===== src/rtl/rd_pipelined_subtractor.sv =====
`default_nettype none
`timescale 1ns/1ps
// ============================================================================
// Module      : rd_pipelined_subtractor
// Description : Pipelined WIDTH-bit subtractor, diff = a - b - bin. The
//               borrow chain is resolved by recursive doubling of
//               generate/propagate pairs, one register per doubling level,
//               behind a valid/ready handshake with a global stall.
// Revision    : 1.0 - initial release
// ============================================================================
module rd_pipelined_subtractor #(
    parameter int WIDTH  = 16,              // power of 2, >= 2
    parameter int LEVELS = $clog2(WIDTH)    // derived, do not override
) (
    input  logic             clk,
    input  logic             rst,
    input  logic             in_valid,
    output logic             in_ready,
    input  logic [WIDTH-1:0] a,
    input  logic [WIDTH-1:0] b,
    input  logic             bin,
    output logic             out_valid,
    input  logic             out_ready,
    output logic [WIDTH-1:0] diff,
    output logic             bout,
    output logic             ovf,
    output logic             busy
);

    // ------------------------------------------------------------------------
    // Doubling step. Bit i combines with bit i-span; bits below span pass
    // through untouched. Written with whole-vector shifts and a low mask so
    // no variable bit indexing is needed.
    //   g' = g_i | (t_i & g_(i-span))
    //   t' = g_i | (t_i & t_(i-span))
    // ------------------------------------------------------------------------
    function automatic logic [WIDTH-1:0] f_low_mask(input int span);
        f_low_mask = ~({WIDTH{1'b1}} << span);
    endfunction

    function automatic logic [WIDTH-1:0] f_gen(input logic [WIDTH-1:0] t_in,
                                               input logic [WIDTH-1:0] g_in,
                                               input int               span);
        logic [WIDTH-1:0] m;
        m     = f_low_mask(span);
        f_gen = (g_in & m) | (~m & (g_in | (t_in & (g_in << span))));
    endfunction

    function automatic logic [WIDTH-1:0] f_prop(input logic [WIDTH-1:0] t_in,
                                                input logic [WIDTH-1:0] g_in,
                                                input int               span);
        logic [WIDTH-1:0] m;
        m      = f_low_mask(span);
        f_prop = (t_in & m) | (~m & (g_in | (t_in & (t_in << span))));
    endfunction

    // ------------------------------------------------------------------------
    // Pipeline state. Stage 0 holds the raw per-bit pairs (after S1); stage
    // s holds the pairs after s doubling levels. The last doubling level is
    // evaluated combinationally and lands directly in the output register.
    // x, bin and the operand sign bits ride along to the output stage.
    // ------------------------------------------------------------------------
    logic [LEVELS-1:0][WIDTH-1:0] g_q, g_d;
    logic [LEVELS-1:0][WIDTH-1:0] t_q, t_d;
    logic [LEVELS-1:0][WIDTH-1:0] x_q, x_d;
    logic [LEVELS-1:0]            bin_q, bin_d;
    logic [LEVELS-1:0]            amsb_q, amsb_d;
    logic [LEVELS-1:0]            bmsb_q, bmsb_d;
    logic [LEVELS-1:0]            vld_q, vld_d;

    logic                         out_valid_q;
    logic [WIDTH-1:0]             diff_q, diff_d;
    logic                         bout_q, bout_d;
    logic                         ovf_q, ovf_d;

    logic                         w_adv;
    logic [WIDTH-1:0]             w_borrow;
    logic [WIDTH-1:0]             w_g_bit;
    logic [WIDTH-1:0]             w_t_bit;
    logic                         w_g0;

    // The whole pipe moves as one: it advances whenever the output slot is
    // empty or being drained this cycle.
    assign w_adv    = ~out_valid_q | out_ready;
    assign in_ready = w_adv;

    // Per-bit borrow generate/propagate; bit 0 absorbs the borrow-in so the
    // resolved g vector is directly the borrow-out of every bit position.
    always_comb begin
        w_g_bit = ~a & b;
        w_t_bit = w_g_bit | ~(a ^ b);
        w_g0    = (~a[0] & b[0]) | (~a[0] & bin) | (b[0] & bin);
        w_g_bit[0] = w_g0;
        w_t_bit[0] = w_g0;
    end

    // Next-state for every pipeline stage: S1 loads from the ports, later
    // stages apply one doubling level each and shift the side-band along.
    always_comb begin
        g_d    = '0;
        t_d    = '0;
        x_d    = '0;
        bin_d  = '0;
        amsb_d = '0;
        bmsb_d = '0;
        vld_d  = '0;

        g_d[0]    = w_g_bit;
        t_d[0]    = w_t_bit;
        x_d[0]    = a ^ b;
        bin_d[0]  = bin;
        amsb_d[0] = a[WIDTH-1];
        bmsb_d[0] = b[WIDTH-1];
        vld_d[0]  = in_valid;

        for (int s = 1; s < LEVELS; s++) begin
            g_d[s]    = f_gen (t_q[s-1], g_q[s-1], 1 << (s - 1));
            t_d[s]    = f_prop(t_q[s-1], g_q[s-1], 1 << (s - 1));
            x_d[s]    = x_q[s-1];
            bin_d[s]  = bin_q[s-1];
            amsb_d[s] = amsb_q[s-1];
            bmsb_d[s] = bmsb_q[s-1];
            vld_d[s]  = vld_q[s-1];
        end
    end

    // Final doubling level plus result formation. Only the generate half of
    // the last level is needed: it is the fully resolved borrow per bit.
    always_comb begin
        w_borrow = f_gen(t_q[LEVELS-1], g_q[LEVELS-1], 1 << (LEVELS - 1));
        diff_d   = x_q[LEVELS-1] ^ {w_borrow[WIDTH-2:0], bin_q[LEVELS-1]};
        bout_d   = w_borrow[WIDTH-1];
        ovf_d    = (amsb_q[LEVELS-1] ^ bmsb_q[LEVELS-1]) &
                   (amsb_q[LEVELS-1] ^ diff_d[WIDTH-1]);
    end

    // Stage data registers; no reset needed because the valid bits qualify
    // them, and a bubble may leave stale data behind.
    always_ff @(posedge clk) begin
        if (w_adv) begin
            g_q    <= g_d;
            t_q    <= t_d;
            x_q    <= x_d;
            bin_q  <= bin_d;
            amsb_q <= amsb_d;
            bmsb_q <= bmsb_d;
        end
    end

    // Stage valid bits; reset discards everything in flight.
    always_ff @(posedge clk) begin
        if (rst) begin
            vld_q <= '0;
        end else if (w_adv) begin
            vld_q <= vld_d;
        end
    end

    // Output register: holds steady while the consumer stalls.
    always_ff @(posedge clk) begin
        if (rst) begin
            out_valid_q <= 1'b0;
            diff_q      <= '0;
            bout_q      <= 1'b0;
            ovf_q       <= 1'b0;
        end else if (w_adv) begin
            out_valid_q <= vld_q[LEVELS-1];
            diff_q      <= diff_d;
            bout_q      <= bout_d;
            ovf_q       <= ovf_d;
        end
    end

    assign out_valid = out_valid_q;
    assign diff      = diff_q;
    assign bout      = bout_q;
    assign ovf       = ovf_q;
    assign busy      = (|vld_q) | out_valid_q;

endmodule
`default_nettype wire

===== config.mk =====
export PLATFORM = sky130hd
export DESIGN_NAME = rd_pipelined_subtractor
export DESIGN_NICKNAME = d
export VERILOG_FILES = /design/src/rtl/rd_pipelined_subtractor.sv
export SDC_FILE = /design/constraint.sdc
export NUM_CORES = 1
export LEC_CHECK = 0
export ABC_AREA = 0
export BUFFER_PORTS_ARGS = -buffer_cell sky130_fd_sc_hd__buf_4
export CAP_MARGIN = 20
export CELL_PAD_IN_SITES_DETAIL_PLACEMENT = 1
export CELL_PAD_IN_SITES_GLOBAL_PLACEMENT = 2
export CORE_UTILIZATION = 30
export DETAILED_ROUTE_END_ITERATION = 7
export PLACE_DENSITY_LB_ADDON = 0.1
export SETUP_SLACK_MARGIN = 0.3
export SLEW_MARGIN = 15
export SYNTH_ARGS = -nofsm -noshare
export SYNTH_HDL_FRONTEND = slang
export SYNTH_SLANG_ARGS = --single-unit

===== constraint.sdc =====
create_clock -name clk -period 11 [get_ports clk]
set_clock_uncertainty 0.1 [all_clocks]
set_input_delay 0.55 -clock clk [delete_from_list [all_inputs] [get_ports clk]]
set_output_delay 0.55 -clock clk [all_outputs]
set_load 0.005 [all_outputs]

==> results of run 1 <==
[flip-flops by register name, indices dropped and copies added (netlist names)]
name       flops
g_q           64
amsb_q         4
t_q           49
bout           1
bmsb_q         4
vld_q          4
ovf            1
out_valid      1
diff          16
x_d           48
x_q           16
bin_q          4
[cells in the final DEF, fill, tap and decap left out, drive strengths merged, types with 2 or more instances in the layout]
| master | n |
|---|---|
| bufinv | 5 |
| a211oi | 10 |
| clkbuf | 27 |
| a21o | 75 |
| dfxtp | 23 |
| nand2 | 23 |
| inv | 64 |
| buf | 60 |
| a21oi | 18 |
| edfxtp | 189 |
| nor3 | 2 |
| nor2 | 14 |
| clkinv | 10 |
| xnor2 | 16 |
| ha | 31 |
[per-layer routing]
| layer | track usage, % | vias to the layer above | part of all wire (%) |
|---|---|---|---|
| met2 | 15.7 | 72 | 46 |
| met3 | 2.42 | 25 | 5.1 |
| li1 | - | 1875 | - |
| met4 | 4.04 | 0 | 2.4 |
| met5 | 0 | - | 0 |
| met1 | 13.4 | 1813 | 47 |
[area by class of cell]
type | instances | area, um2 | area share (%)
clock buffer | 27 | 633 | 6.63
clock inverter | 17 | 213 | 2.23
inverter | 63 | 244 | 2.56
multi-input combinational | 195 | 1460 | 15.3
sequential | 212 | 6140 | 64.3
tap | 330 | 413 | 4.33
timing repair buffer | 60 | 450 | 4.72
[final timing paths]
kind	end	from	cells past startpoint
hold / removal	bin_q[0]	bin	1
hold reg to reg	x_q[56]	x_d[56]	0
setup / recovery	in_ready	out_valid	5
setup reg to reg	g_q[53]	out_valid	4
[synthesized netlist by cell type]
cell and n:
or3b_1 1, a21oi_2 1, nand2_1 23, inv_1 63
nand2b_1 1, nor2_1 14, buf_2 2, a21oi_1 17
a21o_1 75, edfxtp_1 189, xnor2_1 16, clkbuf_1 4
o21ai_0 1, ha_1 31, nor2b_1 1, a311oi_2 1
nand3b_1 1, a211oi_1 10, dfxtp_1 23, nor3_1 2
[kinds of logic after synthesis]
family | Yosys count | share of synthesized area (%)
simple gates | 43 | 2.26
flops | 212 | 78.1
compound gates | 105 | 9.57
xor+xnor | 16 | 1.78
fa+ha+maj | 31 | 4.94
buf+inv | 69 | 3.33
[power by group through the flow]
stage | Sequential, mW | Combinational (mW) | Clock (mW)
global placement | 1.03 | 0.100 | 0
CTS | 1.02 | 0.103 | 0.864
detailed placement | 1.04 | 0.102 | 0
finish | 1.02 | 0.0999 | 0.838
floorplan | 1.02 | 0.0584 | 0
global route | 1.03 | 0.115 | 0.897
[metrics by stage]
stage	util [%]	hold slack [ns]	worst slack, ns	power, mW
3_5_place_dp	34.3	0.305	8.02	1.14
4_1_cts	37.6	0.104	7.69	1.99
3_3_place_gp	34.3	0.300	8.07	1.14
6_report	37.6	0.122	7.77	1.96
5_1_grt	37.6	0.107	7.55	2.04
2_1_floorplan	-	0.300	7.28	1.07
==> run_results.csv, run 1 <==
group,metric,value,unit
yosys,synthTopCellsByArea,"edfxtp_1 72%, a21o_1 7.2%, dfxtp_1 5.9%",
worst_setup_path,regToRegSetupSlack,8.54,ns
global_routing,first_global_vias,4056,
detailed_routing,wl_per_cell,14.2,um
power_and_ir_drop,p_sw,394,uW
power_and_ir_drop,p_comb_share,5.1,%
detailed_routing,drt_iter0_drc,264,
sta,rsz0062_at_grt,"false",
yosys,syn_inst,476,
min_path,hp-class,"in2reg",
clock_tree,cts_htree_levels,1,
detailed_routing,drc,0,
detailed_routing,antenna_left,0,
global_routing,grt_max_degree,103,
sta,fin_crit_sh,29.4,%
global_routing,grt_first_pass_wirelength,20900,um
outcome,status,"finished clean",
clock_tree,clk_transition_reported_paths,0.06,ns
placed_design,gp_congestion,0.664,
detailed_routing,viasPerCell,4.19,
worst_setup_path,critPathTopFamily,"buffers and inverters",
detailed_routing,dr.pass1.iters,4,
floorplan,ioPinCount,58,
yosys,yosysWarningCount,0,
yosys,ys_seq_elements,212,
clock_tree,cts_resized,0,
floorplan,dieArea,26800,um2
placed_design,dpl_cell_area,8700,um2
detailed_routing,wirelength,12900,um
floorplan,die_w,164,um
power_and_ir_drop,p_leak,4.01,nW
power_and_ir_drop,p_int,1.56,mW
power_and_ir_drop,ir_drop,90.0,uV
sta,period_minus_slack,3.23,ns
power_and_ir_drop,powerDensity,205,nW/um2
sta,setup_viol,0,
sta,max-slew-margin-rel,46.1,%
cells_and_area,diodes,0,
worst_setup_path,crit_chain,"nor2b_1, buf_4, inv_8, buf_4, buf_4",
yosys,syn_area,7860,um2
clock_tree,clock_latency,0.51,ns
cells_and_area,stdcell_count,904,
yosys,synth_seq_area_share,78.1,%
worst_setup_path,cpMostUsedCell,"buf_4",
sta,max_slew.worst_pin.slew,0.809,ns
floorplan,rows,58,
floorplan,core,25400,um2
sta,setup_tns,0,ns
placed_design,dp_cells,860,
yosys,synth_area_leader_cell,"edfxtp_1",
yosys,synth.avg_cell_area,16.5,um2
global_routing,antenna_found_initial,0,
cells_and_area,fillCellCount,2567,
cells_and_area,drive_above_1_share,17.8,%
worst_setup_path,cp_max_fo,102,
power_and_ir_drop,power.share.clock,42.9,%
worst_setup_path,crit_type,"reg2out",
clock_tree,numCtsBuffers,24,
sta,hold_viol,0,
sta,finalMaxSlewViolations,0,
cells_and_area,area_delta_synth_final,21.5,%
yosys,yosysUniqueCellTypes,20,
sta,max_freq,0.309,GHz
global_routing,grt_usage,10.0,%
clock_tree,cts_root_buf,"clkbuf_16",
yosys,synth_top_area_share,72.3,%
worst_setup_path,cp_data_arrival_time,2.58,ns
clock_tree,cts_max_path_buffers,3,
global_routing,grt-ovfl-total,0,
worst_setup_path,crit_slowest_cell,"buf_4",
yosys,syn_nets,544,
clock_tree,cts_hold_buf,0,
detailed_routing,vias,3785,
worst_setup_path,endpoint_kind,"output pin",
power_and_ir_drop,pwr-share-seq,52.0,%
placed_design,io_buffers,57,
worst_setup_path,cp-start-kind,"flip-flop",
worst_setup_path,critical-path-max-stage-delay,0.63,ns
cells_and_area,design_area,9550,um2
worst_setup_path,critPathRequiredTime,10.35,ns
floorplan,die_y,164,um
clock_tree,post_cts_buffers,0,
clock_tree,clock-sinks,212,
cells_and_area,nNetsFinal,624,
run,cap_violations,0,
placed_design,dp_hpwl,8600,um
power_and_ir_drop,switching_share,20.2,%
clock_tree,cts_tree,"yes",
floorplan,start_util,30.9,%
worst_setup_path,path_buf_inv,4,
Note: power is estimated with default switching activity, not from simulation.
==> run 2: changes to the inputs <==
==> constraint.sdc (replaced) <==
create_clock -name clk -period 2.8 [get_ports clk]
set_clock_uncertainty 0.1 [all_clocks]
set_input_delay 0.14 -clock clk [delete_from_list [all_inputs] [get_ports clk]]
set_output_delay 0.14 -clock clk [all_outputs]
set_load 0.005 [all_outputs]
==> run 2 against run 1 <==
- cell area up 3.9%
- cell count grew 5.3%
- critical path type unchanged
- die area unchanged
- clock power grew to 3.2 times the previous value
- worst hold slack lost 0.074 ns
- global-route usage rose by 0.57 points
- sequential power rose to 3.9 times the previous value
- combinational power increased to 4.6 times the previous value
- critical path depth down 1
- routed wire length is 5.4% higher
- via count up 6.4%
- non-clock buffer count is 54 higher
==> run_results.csv, run 2 (same netlist as run 1, synthesis figures left out) <==
group,metric,value,unit
worst_setup_path,cp-start-kind,"flip-flop",
floorplan,core,25400,um2
clock_tree,cts_resized,0,
worst_setup_path,cp_data_arrival_time,1.99,ns
sta,max_freq,0.449,GHz
sta,fin_ws,0.571,ns
power_and_ir_drop,p_leak,4.17,nW
global_routing,first_global_vias,4277,
cells_and_area,drive_above_1_share,14.8,%
power_and_ir_drop,p_total,7.14,mW
cells_and_area,largest_register_ffs,64,
floorplan,start_util,30.9,%
sta,fin_crit_sh,79.6,%
placed_design,dp_hpwl,8920,um
worst_setup_path,rr_worst_depth,5,
sta,rsz0062_at_grt,"false",
detailed_routing,drc,0,
sta,max_slew.worst_pin.slew,0.500,ns
detailed_routing,vias,4029,
sta,hold_viol,0,
detailed_routing,wirelength,13600,um
sta,period_minus_slack,2.23,ns
min_path,hold_depth,4,
sta,finalMaxSlewViolations,0,
sta,setup_viol,0,
placed_design,dpl_cell_area,8760,um2
power_and_ir_drop,ir_drop,316,uV
placed_design,gp_congestion,0.677,
worst_setup_path,regToRegEndpoint,"vld_q[0]",
clock_tree,post_cts_buffers,0,
global_routing,grt_usage,10.6,%
detailed_routing,dr.pass1.iters,4,
cells_and_area,final_common_cell,"edfxtp_1",
global_routing,grt-ovfl-total,0,
floorplan,die_y,164,um
worst_setup_path,regToRegSetupSlack,0.82,ns
power_and_ir_drop,powerDensity,720,nW/um2
detailed_routing,viasPerCell,4.23,
detailed_routing,wl_per_cell,14.3,um
global_routing,antenna_found_initial,0,
cells_and_area,design_area,9920,um2
worst_setup_path,endpoint_kind,"output pin",
placed_design,io_buffers,57,
sta,setup_tns,0,ns
clock_tree,cts_hold_buf,50,
cells_and_area,stdcell_count,952,
clock_tree,numCtsBuffers,23,
worst_setup_path,cp_max_fo,67,
clock_tree,cts_max_path_buffers,3,
placed_design,place_ws,1.03,ns
worst_setup_path,critPathRequiredTime,2.56,ns
worst_setup_path,crit_type,"reg2out",
outcome,status,"finished clean",
sta,max-slew-margin-rel,66.7,%
min_path,min_to,"x_d[16]",
floorplan,rows,58,
worst_setup_path,rr_startpoint,"out_valid",
clock_tree,clk_transition_reported_paths,0.06,ns
run,cap_violations,0,
global_routing,grt_max_degree,68,
clock_tree,clock-sinks,212,
detailed_routing,drt_iter0_drc,249,
clock_tree,cts_htree_levels,1,
clock_tree,cts_tree,"yes",
min_path,hp-class,"in2reg",
clock_tree,cts_root_buf,"clkbuf_16",
floorplan,ioPinCount,58,
global_routing,grt_first_pass_wirelength,22100,um
cells_and_area,area_delta_synth_final,26.2,%
min_path,worstHoldStart,"a[0]",
cells_and_area,diodes,0,
cells_and_area,largest-register,"g_q",
cells_and_area,final_cell_mix,"189 x edfxtp_1, 75 x a21o_1, 62 x inv_1, 62 x buf_4, 50 x dlygate4sd3_1",
clock_tree,clock_latency,0.49,ns
floorplan,die_w,164,um
floorplan,dieArea,26800,um2
placed_design,dp_cells,864,
cells_and_area,nNetsFinal,677,
detailed_routing,antenna_left,0,
[run 2: cell count changes in the layout (fill, tap and decap cells not counted), sizes merged]
cell         change
buf              +4
bufinv           -4
clkbuf           +1
clkinv           -1
clkinvlp         -1
dlygate4sd3     +50
inv              -1
[run 2: layer usage]
metal	routed length (um)	vias to the layer above	part of all wire, %	track usage, %
met4	346	0	2.5	3.66
met2	6360	70	47	17.4
met3	493	28	3.6	2.22
met5	0	-	0	0
met1	6370	1956	47	13.9
li1	-	1975	-	-
[run 2: worst max path at each step]
stage,startpoint,to,slack (ns),cells past startpoint
floorplan,out_valid,amsb_q[0],0.33,3
global placement,out_valid,g_q[55],1.11,3
detailed placement,out_valid,in_ready,1.03,4
CTS,out_valid,in_ready,0.50,4
global route,out_valid,in_ready,0.43,4
finish,out_valid,in_ready,0.57,4
[run 2: layout make-up]
| cell class | count | area (um2) |
|---|---|---|
| Multi-Input combinational cell | 195 | 1460 |
| Fill cell | 2595 | 15500 |
| Clock buffer | 28 | 594 |
| Tap cell | 330 | 413 |
| Inverter | 63 | 244 |
| Clock inverter | 10 | 65.1 |
| Timing Repair Buffer | 114 | 1010 |
| Sequential cell | 212 | 6140 |
[run 2: report_power, final]
part | leakage, nW | total [mW] | switching [mW] | internal (mW)
Clock | 0.320 | 2.69 | 1.11 | 1.58
Combinational | 1.71 | 0.455 | 0.175 | 0.280
Sequential | 2.14 | 3.99 | 0.179 | 3.82
[run 2: stage by stage]
step	util [%]	hold WS, ns
after CTS	39.0	0.0302
after global placement	34.5	0.234
after detailed placement	34.5	0.233
after global routing	39.0	0.0693
final	39.0	0.0481
after floorplan	-	0.108
[run 2: worst max-delay path, stage by stage (launching register included)]
cell	delay, ns
dfxtp_1	0.34
nor2b_1	0.39
inv_8	0.25
buf_4	0.31
buf_4	0.16
==> run 3: changes to the inputs <==
--- a/config.mk
+++ b/config.mk
@@ -5,7 +5,7 @@
 export SDC_FILE = /design/constraint.sdc
 export NUM_CORES = 1
 export LEC_CHECK = 0
-export ABC_AREA = 0
+export ABC_AREA = 1
 export BUFFER_PORTS_ARGS = -buffer_cell sky130_fd_sc_hd__buf_4
 export CAP_MARGIN = 20
 export CELL_PAD_IN_SITES_DETAIL_PLACEMENT = 1
==> constraint.sdc (replaced) <==
create_clock -name clk -period 2.2 [get_ports clk]
set_clock_uncertainty 0.1 [all_clocks]
set_input_delay 0.11 -clock clk [delete_from_list [all_inputs] [get_ports clk]]
set_output_delay 0.11 -clock clk [all_outputs]
set_load 0.005 [all_outputs]
==> run 3 against run 2 <==
- the flow now finishes with violations (design-rule violations)
- clock-buffer cell count increased by 3
- cell area increased by 3.4%
- power increased by 35%
- synthesized area increased by 2.7%
- clock power increased by 41%
- sequential share of layout area decreased by 2.1 points
- flip-flop and latch count unchanged
- register-to-register slack got worse by 0.06 ns
- largest power group unchanged
- critical endpoint unchanged
- worst hold slack got worse by 0.020 ns
==> run_results.csv, run 3 <==
group,metric,value,unit
yosys,yosysUniqueCellTypes,21,
sta,max_freq,0.553,GHz
min_path,worstHoldStart,"a[0]",
sta,max_slew.worst_pin.slew,0.667,ns
detailed_routing,vias,4455,
worst_setup_path,cp-start-kind,"flip-flop",
global_routing,grt-ovfl-total,0,
placed_design,gp_congestion,0.718,
yosys,synth_area_leader_cell,"edfxtp_1",
floorplan,die_w,166,um
clock_tree,cts_root_buf,"clkbuf_16",
yosys,synth_commonest_cells,"189 x edfxtp_1, 153 x inv_1, 84 x o21ai_0",
cells_and_area,largest-register,"g_q",
detailed_routing,m1WireLength,7010,um
floorplan,die_y,166,um
sta,hold_viol,0,
yosys,ys_seq_elements,212,
clock_tree,clock_latency,0.50,ns
worst_setup_path,crit_type,"reg2out",
placed_design,io_buffers,57,
worst_setup_path,cp_data_arrival_time,1.60,ns
clock_tree,numCtsBuffers,24,
detailed_routing,dr.pass1.iters,6,
cells_and_area,final_cell_mix,"189 x edfxtp_1, 153 x inv_1, 84 x o21ai_0",
clock_tree,cts_tree,"yes",
yosys,synth_top_area_share,70.4,%
outcome,status,"finished with violations",
worst_setup_path,endpoint_kind,"output pin",
sta,finalMaxSlewViolations,0,
clock_tree,clk_transition_reported_paths,0.06,ns
global_routing,grt_max_degree,51,
cells_and_area,diodes,0,
yosys,synth_ff_type,"edfxtp_1",
cells_and_area,fillCellCount,2751,
worst_setup_path,regToRegEndpoint,"diff[2]",
detailed_routing,top_layer,"met4",
sta,max-slew-margin-rel,55.5,%
worst_setup_path,rr_startpoint,"out_valid",
yosys,syn_nets,653,
min_path,hold_depth,5,
cells_and_area,multiInputGateArea,1310,um2
power_and_ir_drop,powerDensity,936,nW/um2
global_routing,grt_first_pass_wirelength,23300,um
yosys,synthArstFlopShare,0,%
floorplan,ioPinCount,58,
detailed_routing,drt_iter0_drc,215,
yosys,synth_edf_count,189,
worst_setup_path,critPathRequiredTime,1.99,ns
min_path,min_to,"g_q[0]",
cells_and_area,area_delta_synth_final,27.2,%
floorplan,start_util,30.8,%
detailed_routing,wirelength,14500,um
yosys,syn_inst,585,
worst_setup_path,rr_worst_depth,6,
yosys,yosysWarningCount,0,
floorplan,dieArea,27500,um2
cells_and_area,ff_latch_area,6140,um2
global_routing,antenna_found_initial,0,
sta,fin_crit_sh,82.2,%
clock_tree,clock-sinks,212,
cells_and_area,largest_register_ffs,64,
sta,holdWs,0.0277,ns
worst_setup_path,cp_max_fo,32,
worst_setup_path,regToRegSetupSlack,0.76,ns
cells_and_area,drive_above_1_share,13.6,%
detailed_routing,met3WireLength,694,um
detailed_routing,antenna_left,0,
yosys,synth_seq_area_share,76.1,%
sta,rsz0062_at_grt,"false",
yosys,synthTopCellsByArea,"edfxtp_1 70%, inv_1 7.1%, dfxtp_1 5.7%",
sta,setup_viol,0,
yosys,syn_area,8070,um2
detailed_routing,wl_per_cell,13.5,um
detailed_routing,wl_met2,6590,um
run,cap_violations,0,
yosys,synth.avg_cell_area,13.8,um2
floorplan,core,26200,um2
power_and_ir_drop,p_leak,4.50,nW
sta,period_minus_slack,1.81,ns
placed_design,dp_hpwl,9310,um
cells_and_area,nNetsFinal,790,
power_and_ir_drop,ir_drop,511,uV
cells_and_area,final_common_cell,"edfxtp_1",
min_path,hp-class,"in2reg",
clock_tree,cts_max_path_buffers,3,
sta,setup_tns,0,ns
floorplan,rows,59,
global_routing,grt_usage,10.6,%
yosys,yosysMostFrequentCell,"edfxtp_1",
detailed_routing,drc,5,
detailed_routing,viasPerCell,4.14,
outcome,violations,"design-rule violations",
global_routing,first_global_vias,4661,
clock_tree,cts_htree_levels,1,
run 3: kinds of logic after synthesis:
kind of cell	after synthesis	synth area share (%)
flip-flops	212	76.1
XOR/XNOR	9	0.977
AND/OR/NAND/NOR	57	3.06
adder cells (fa/ha/maj)	31	4.81
buffers and inverters	161	7.73
AO/OA/AOI/OAI	115	7.35
run 3: how the worst max path moves through the flow:
stage	from	endpoint	slack [ns]	cells after the start
2_1_floorplan	out_valid	amsb_q[0]	0.30	5
3_3_place_gp	out_valid	g_q[58]	0.53	4
3_5_place_dp	out_valid	g_q[47]	0.46	4
4_1_cts	out_valid	in_ready	0.31	5
5_1_grt	out_valid	in_ready	0.30	5
6_report	out_valid	in_ready	0.39	5
run 3: final cells by class:
cell class                 instances  area share (%)
timing repair inverter             2           0.171
sequential                       212            59.8
timing repair buffer             115            10.0
clock inverter                    13            1.04
clock buffer                      31            6.32
tap                              335            4.09
multi-input combinational        212            12.7
inverter                         155            5.83
run 3: per-layer routing:
layer | vias to the layer above | GRT usage (%)
li1 | 2226 | -
met2 | 84 | 17.6
met4 | 0 | 3.01
met5 | - | 0
met1 | 2130 | 13.7
met3 | 15 | 2.43
run 3: critical path: stages (launching register included):
cell	delay, ns
dfxtp_1	0.34
inv_2	0.06
nor2_4	0.23
inv_16	0.11
buf_12	0.20
buf_4	0.15
run 3: power by group:
part	total [mW]	internal, mW	switching (mW)
Sequential	5.12	4.93	0.198
Clock	3.79	2.30	1.49
Combinational	0.688	0.337	0.351
Total	9.60	7.56	2.04
run 3: timing repair:
action | in CTS | in global routing
setup buffers | 2 | 1
endpoints found under the setup margin | 1 | 1
cloned | 1 | 1
hold buffers | 49 | 1
hold endpoints to repair | 52 | 1
resized for setup | 3 | 0
pin swaps | 1 | 1
run 3: through the flow:
stage | power (mW) | std cells | worst slack, ns | cell area, um2 | utilization [%]
finish | 9.60 | 1075 | 0.391 | 10300 | 39.1
global route | 10.1 | 1075 | 0.301 | 10300 | 39.1
CTS | 9.76 | 1072 | 0.308 | 10200 | 39.0
detailed placement | 5.85 | 976 | 0.459 | 8950 | 34.2
global placement | 5.82 | 976 | 0.528 | 8950 | 34.2
floorplan | 5.47 | 585 | 0.301 | 8070 | -
